$ cat src/rtl/dm_access_ctrl.sv
// dm_access_ctrl
//   Initiator-side controller for the word-organised data memory `dm`.
//   It accepts byte/half/word loads and stores from the CPU memory stage and
//   drives the dm port. Loads get lane extraction with sign or zero
//   extension. Sub-word stores are done as read-modify-write, because dm
//   only writes whole words.
//
// Ports
//   clock, reset        : single clock; synchronous, active-low reset
//   req_valid/req_ready : request handshake (ready only in IDLE)
//   req_write           : 1 = store, 0 = load
//   req_size            : 00 byte, 01 half, 10 word, 11 illegal
//   req_signed          : sign-extend loads
//   req_addr            : byte address
//   req_wdata           : store data, low-aligned
//   resp_valid          : one-cycle completion pulse
//   resp_error          : misaligned or illegal-size request
//   resp_rdata          : load result; holds across stores, errors and idle
//   DM_enable/DM_read/DM_write/DM_address/DMin : outputs to dm
//   DMout               : read data from dm, valid the cycle after a read
module dm_access_ctrl #(
  parameter int data_size    = 32,
  parameter int mem_size_bit = 12
) (
  input  logic                    clock,
  input  logic                    reset,
  input  logic                    req_valid,
  output logic                    req_ready,
  input  logic                    req_write,
  input  logic [1:0]              req_size,
  input  logic                    req_signed,
  input  logic [mem_size_bit-1:0] req_addr,
  input  logic [data_size-1:0]    req_wdata,
  output logic                    resp_valid,
  output logic                    resp_error,
  output logic [data_size-1:0]    resp_rdata,
  output logic                    DM_enable,
  output logic                    DM_read,
  output logic                    DM_write,
  output logic [mem_size_bit-1:0] DM_address,
  output logic [data_size-1:0]    DMin,
  input  logic [data_size-1:0]    DMout
);

  typedef enum logic [2:0] {
    S_IDLE,
    S_RD,
    S_RDW,
    S_WR,
    S_DONE
  } state_e;

  state_e                  state_q, state_d;
  logic                    write_q, write_d;
  logic [1:0]              size_q, size_d;
  logic                    signed_q, signed_d;
  logic [1:0]              lane_q, lane_d;
  logic [15:0]             wdata_q, wdata_d;
  logic                    err_q, err_d;
  logic [mem_size_bit-1:0] dm_addr_q, dm_addr_d;
  logic [data_size-1:0]    dmin_q, dmin_d;
  logic [data_size-1:0]    rdata_q, rdata_d;
  logic                    req_err;

  // Pick the addressed lane out of a word, then sign or zero extend it.
  function automatic logic [data_size-1:0] load_extract(
    input logic [data_size-1:0] w,
    input logic [1:0]           sz,
    input logic [1:0]           lane,
    input logic                 sgn
  );
    logic [7:0]           b;
    logic [15:0]          h;
    logic [data_size-1:0] r;
    b = w[{lane, 3'b000} +: 8];
    h = w[{lane[1], 4'b0000} +: 16];
    case (sz)
      2'b00:   r = {{(data_size-8){sgn & b[7]}}, b};
      2'b01:   r = {{(data_size-16){sgn & h[15]}}, h};
      default: r = w;
    endcase
    return r;
  endfunction

  // Replace the addressed lane of the read word with the store data.
  function automatic logic [data_size-1:0] store_merge(
    input logic [data_size-1:0] w,
    input logic [1:0]           sz,
    input logic [1:0]           lane,
    input logic [15:0]          wd
  );
    logic [data_size-1:0] m;
    m = w;
    if (sz == 2'b00) m[{lane, 3'b000} +: 8]     = wd[7:0];
    else             m[{lane[1], 4'b0000} +: 16] = wd;
    return m;
  endfunction

  always_comb begin
    req_err = (req_size == 2'b11) ||
              ((req_size == 2'b01) && req_addr[0]) ||
              ((req_size == 2'b10) && (req_addr[1:0] != 2'b00));
  end

  always_comb begin
    state_d   = state_q;
    write_d   = write_q;
    size_d    = size_q;
    signed_d  = signed_q;
    lane_d    = lane_q;
    wdata_d   = wdata_q;
    err_d     = err_q;
    dm_addr_d = dm_addr_q;
    dmin_d    = dmin_q;
    rdata_d   = rdata_q;
    case (state_q)
      S_IDLE: begin
        if (req_valid) begin
          write_d  = req_write;
          size_d   = req_size;
          signed_d = req_signed;
          lane_d   = req_addr[1:0];
          wdata_d  = req_wdata[15:0];
          err_d    = req_err;
          if (req_err) begin
            state_d = S_DONE;
          end else begin
            dm_addr_d = {req_addr[mem_size_bit-1:2], 2'b00};
            if (req_write && (req_size == 2'b10)) begin
              dmin_d  = req_wdata;
              state_d = S_WR;
            end else begin
              state_d = S_RD;
            end
          end
        end
      end
      S_RD: state_d = S_RDW;
      S_RDW: begin
        // DMout is valid only in this cycle: loads capture the result,
        // sub-word stores build the merged word straight into DMin.
        if (write_q) begin
          dmin_d  = store_merge(DMout, size_q, lane_q, wdata_q);
          state_d = S_WR;
        end else begin
          rdata_d = load_extract(DMout, size_q, lane_q, signed_q);
          state_d = S_DONE;
        end
      end
      S_WR:    state_d = S_DONE;
      S_DONE:  state_d = S_IDLE;
      default: state_d = S_IDLE;
    endcase
  end

  always_ff @(posedge clock) begin
    if (!reset) begin
      state_q   <= S_IDLE;
      write_q   <= 1'b0;
      size_q    <= '0;
      signed_q  <= 1'b0;
      lane_q    <= '0;
      wdata_q   <= '0;
      err_q     <= 1'b0;
      dm_addr_q <= '0;
      dmin_q    <= '0;
      rdata_q   <= '0;
    end else begin
      state_q   <= state_d;
      write_q   <= write_d;
      size_q    <= size_d;
      signed_q  <= signed_d;
      lane_q    <= lane_d;
      wdata_q   <= wdata_d;
      err_q     <= err_d;
      dm_addr_q <= dm_addr_d;
      dmin_q    <= dmin_d;
      rdata_q   <= rdata_d;
    end
  end

  // Strobes are gated by reset so an aborted request can never write or
  // complete, even in the cycle reset is first seen.
  always_comb begin
    req_ready  = (state_q == S_IDLE);
    DM_read    = reset && (state_q == S_RD);
    DM_write   = reset && (state_q == S_WR);
    DM_enable  = DM_read || DM_write;
    resp_valid = reset && (state_q == S_DONE);
    resp_error = resp_valid && err_q;
    resp_rdata = rdata_q;
    DM_address = dm_addr_q;
    DMin       = dmin_q;
  end

endmodule

$ cat config.mk
export PLATFORM = sky130hd
export DESIGN_NAME = dm_access_ctrl
export DESIGN_NICKNAME = d
export VERILOG_FILES = /design/src/rtl/dm_access_ctrl.sv
export SDC_FILE = /design/constraint.sdc
export NUM_CORES = 1
export LEC_CHECK = 0
export BUFFER_PORTS_ARGS = -buffer_cell sky130_fd_sc_hd__clkbuf_2
export CORE_MARGIN = 2
export CORE_UTILIZATION = 45
export CTS_CLUSTER_DIAMETER = 80
export DETAILED_ROUTE_END_ITERATION = 10
export PLACE_DENSITY = 0.73
export SYNTH_ARGS = -nofsm -noshare
export SYNTH_HDL_FRONTEND = slang
export SYNTH_SLANG_ARGS = --single-unit
$ cat constraint.sdc
create_clock -name clock -period 3.73 [get_ports clock]
set_input_delay 1.119 -clock clock [delete_from_list [all_inputs] [get_ports clock]]
set_output_delay 1.119 -clock clock [all_outputs]
set_load 0.02 [all_outputs]
==> impl_results.md <==
- Clock tree from TritonCTS: built
- Register-to-register setup slack: between 1 and 1.5 ns
- Residual antenna-violating net count after detailed routing: 0
- Post-Synthesis Mean Instance Area: a little over 8 µm²
- Worst Setup End Kind: output pin
- Final hold violation count: 0
- H-tree depth: 3
- Leading cell types by count after synthesis: 132 x sky130_fd_sc_hd__nand2_1, 100 x sky130_fd_sc_hd__dfxtp_1, 50 x sky130_fd_sc_hd__a21oi_1, 45 x sky130_fd_sc_hd__nand3_1, 41 x sky130_fd_sc_hd__a211oi_1
- WL/cell: 17.9 µm
- Number of unique standard cell types used by synthesis: 53
- Resized cells post-CTS: 0
- Slowest CP cell: sky130_fd_sc_hd__nor2b_1
- Met3 usage in global routing: 0.0640
- CTS max path bufs: 2
- Critical path start-end classification: in -> out
- Worst min-delay path category: reg -> reg
- Syn-to-layout area delta: 19.0%
- DRC violation total after the first TritonRoute iteration: 463
- Kind of start point of the critical path: input port
- Leakage power figure: around 2.8 nW
- Setup skew after layout: ~0.0062 ns
- Worst-Skew Late Latency: ~0.35 ns
- Layout cells sized above 1: 0.255
- Met1 Track Usage GR: 0.372
- Synth top area cells: sky130_fd_sc_hd__dfxtp_1 34%, sky130_fd_sc_hd__nand2_1 8.5%, sky130_fd_sc_hd__o221a_1 5.6%, sky130_fd_sc_hd__a211oi_1 5.3%, sky130_fd_sc_hd__a21oi_1 4.3%
- Wire length of the first global-routing pass: a little under 30000 µm
- Share of the cycle needed by the critical path after routing: 0.779
- Met2 Track Usage GR: 0.374
- Cells along the critical path: buf_2, nor2b_1, nand2_1, nor2_1, clkbuf_2
- Transition time at the pin with the least slew margin: just under 0.9 ns
- Total overflow reported by the global router: 0
- Pre-CTS setup slack: 0.820 ns
- Final Wtd Congestion: a little over 0.9
- Max-capacitance violation count: 0
- Number of enable-type register cells in the synthesized netlist: 0
- Number of antenna cells inserted: 0
- Cell class contributing the biggest share of worst-path delay: simple AND/OR/NAND/NOR gates
- Largest fanout on the critical path: 4
- Number of antenna violations at the first check in global routing: 0
- Die footprint: approximately 0.014 mm²
- WP data required: between 2 and 3 ns
- Vias: between 5000 and 6000
- CTS Sinks: 100
- Worst r2r dst: DMin[16]
- Gate Count Post-Synth: 721
- Post-Layout Inst Area: just under 0.007 mm²
- Cell count along the critical path: 5
- Starting Density: 0.462
- Hold bufs inserted after CTS: 0
- Post-CTS Setup Inserts: 0
- GRT busiest layer: met2
- FFs w/ async S/R, synth: 0
- Register clock-pin slew on the reported worst setup and hold paths: 0.07 ns
- Endpoint arrival time on the critical path: between 1.5 and 2 ns
- Result of the run: finished clean
- Count of cells along the worst register-to-register path: 6
- Total length of routed wires: between 15000 and 20000 µm
- I/O pin cnt: around 170
- Root Driver: sky130_fd_sc_hd__clkbuf_16
- Predominant post-synthesis flop cell: sky130_fd_sc_hd__dfxtp_1
- Core box area: 0.0127 mm²
- Setup_tns: 0 ns
- Instance area after placement: roughly 0.0066 mm²
- Slew headroom: 0.403
- TritonCTS Buffers: 9
- Number of nets in the layout: around 930
- Combined buffer and inverter count along the critical path: 2
- Part of the Yosys area used for sequential elements: 0.342
- Placed cell count: about 1000
- Portion of synthesized cell area occupied by the leading cell type: 0.342
- Area of the mapped netlist: about 0.0058 mm²
- Total of endpoints with negative setup slack in the final report: 0
- Post-layout min period: roughly 2.9 ns
- Avg Vias per Cell: 5.84
- Count of state elements after synthesis: 100
- Setup crit end: DM_read
- Number of warnings reported in the yosys synthesis log: 0
- Pre-antenna DRT Iters: 5
- Yosys top cell by area: sky130_fd_sc_hd__dfxtp_1
- Number of cell rows: between 40 and 50
- Y dimension of the die: around 120 µm
- Largest net degree at the start of global routing: 68
- Via count of the first global-routing pass: approximately 5400
- Maximum vdd drop: ~0.23 mV
- Max Freq: approximately 340 MHz
- Remaining DRCs: 0
- Most frequent cell after synthesis: sky130_fd_sc_hd__nand2_1
- Number of cells in the finished layout apart from fillers: between 1000 and 1500
- Final HPWL from detailed placement: between 10000 and 15000 µm
- Count of pins over their slew limit: 0
- Worst setup margin: roughly 0.82 ns
- R2r startpoint: lane_q[0]
- Width of the chip: roughly 120 µm
- GRT Total Usage: 0.258
- Port buffer count: 162
- Worst setup path startpoint: reset
- Setup repair after global routing missed its margin: no
- Pwr Density: 402 mW/mm²
- Peak per-stage delay on the critical path: approximately 0.17 ns
==> cell type report <==
type	instances	area, µm²
fillers	1241	5710
clock inverters	4	70.1
repair buffers	176	916
clock buffers	12	267
flip-flops and latches	100	2000
multi-input cells	543	3460
inverters	7	26.3
well taps	172	215
==> power breakdown <==
group	switching [mW]	leakage, nW	total, mW	internal (mW)
combinational	0.375	1.81	0.582	0.207
clock	0.404	0.169	1.04	0.640
sequential	0.0539	0.813	1.17	1.12
==> layer usage <==
layer / wire, µm / part of all wire / vias to the layer above
li1: - / - / 2886
met1: 8460 / 0.47 / 2731
met2: 7600 / 0.42 / 265
met3: 1660 / 0.092 / 36
met4: 397 / 0.022 / 0
met5: 0 / 0 / -
==> worst reg2reg max path, cell delays in order (launching register included) <==
cell                       delay, ns
sky130_fd_sc_hd__dfxtp_1        0.33
sky130_fd_sc_hd__clkinv_1       0.27
sky130_fd_sc_hd__ha_1           0.48
sky130_fd_sc_hd__nor3b_4        0.61
sky130_fd_sc_hd__nand4_1        0.18
sky130_fd_sc_hd__a311oi_1       0.52
sky130_fd_sc_hd__o221a_1        0.27
==> state kept, by name, summed over array words and instances (netlist names) <==
name        count
DMin           32
resp_rdata     32
wdata_q        16
DM_address     10
state_q         3
lane_q          2
size_q          2
err_q           1
signed_q        1
write_q         1
==> cell usage in the layout, fill, tap and decap left out, drive strengths merged, types with 4 or more instances in the layout <==
master,Yosys,layout
o221a,32,32
clkinv,3,5
a31o,5,5
o21ai,32,32
a21oi,50,50
nor2b,16,16
nand4,16,16
nor3,4,4
a21boi,23,23
nand3b,8,8
a211oi,42,42
a311oi,16,16
nand2,132,132
mux2i,22,22
dfxtp,100,100
nor2,10,10
nand3,45,45
buf,36,15
o211ai,7,7
clkbuf,36,173
ha,5,5
inv,4,4
and2,23,23
a221oi,9,9
nand2b,19,19
==> kinds of logic (layout without fill, tap and decap cells) <==
family / count (synthesis) / in the layout / share of synthesized area
DFF: 100 / 100 / 0.342
muxes: 24 / 24 / 0.0415
AOI/OAI and AO/OA: 230 / 230 / 0.293
other: 1 / 2 / 0.000641
and+or+nand+nor: 282 / 282 / 0.245
adders and majority gates: 5 / 5 / 0.0107
buffers and inverters: 79 / 199 / 0.0672
==> through the flow <==
stage	util	total power, mW	hold WS [ns]
2_1_floorplan	-	1.59	0.430
6_report	0.549	2.80	0.453
3_3_place_gp	0.523	1.76	0.443
4_1_cts	0.549	2.81	0.459
3_5_place_dp	0.523	1.77	0.450
5_1_grt	0.549	2.92	0.479
==> worst min-delay path by stage <==
stage,endpoint,depth (start not counted),startpoint,slack [ns]
global route,DM_address[4],2,DM_address[4],0.48
finish,err_q,2,err_q,0.45
floorplan,err_q,2,err_q,0.43
CTS,err_q,2,err_q,0.46
detailed placement,err_q,2,err_q,0.45
global placement,DM_address[5],2,DM_address[5],0.44
Power figures use the tool's default switching activity.
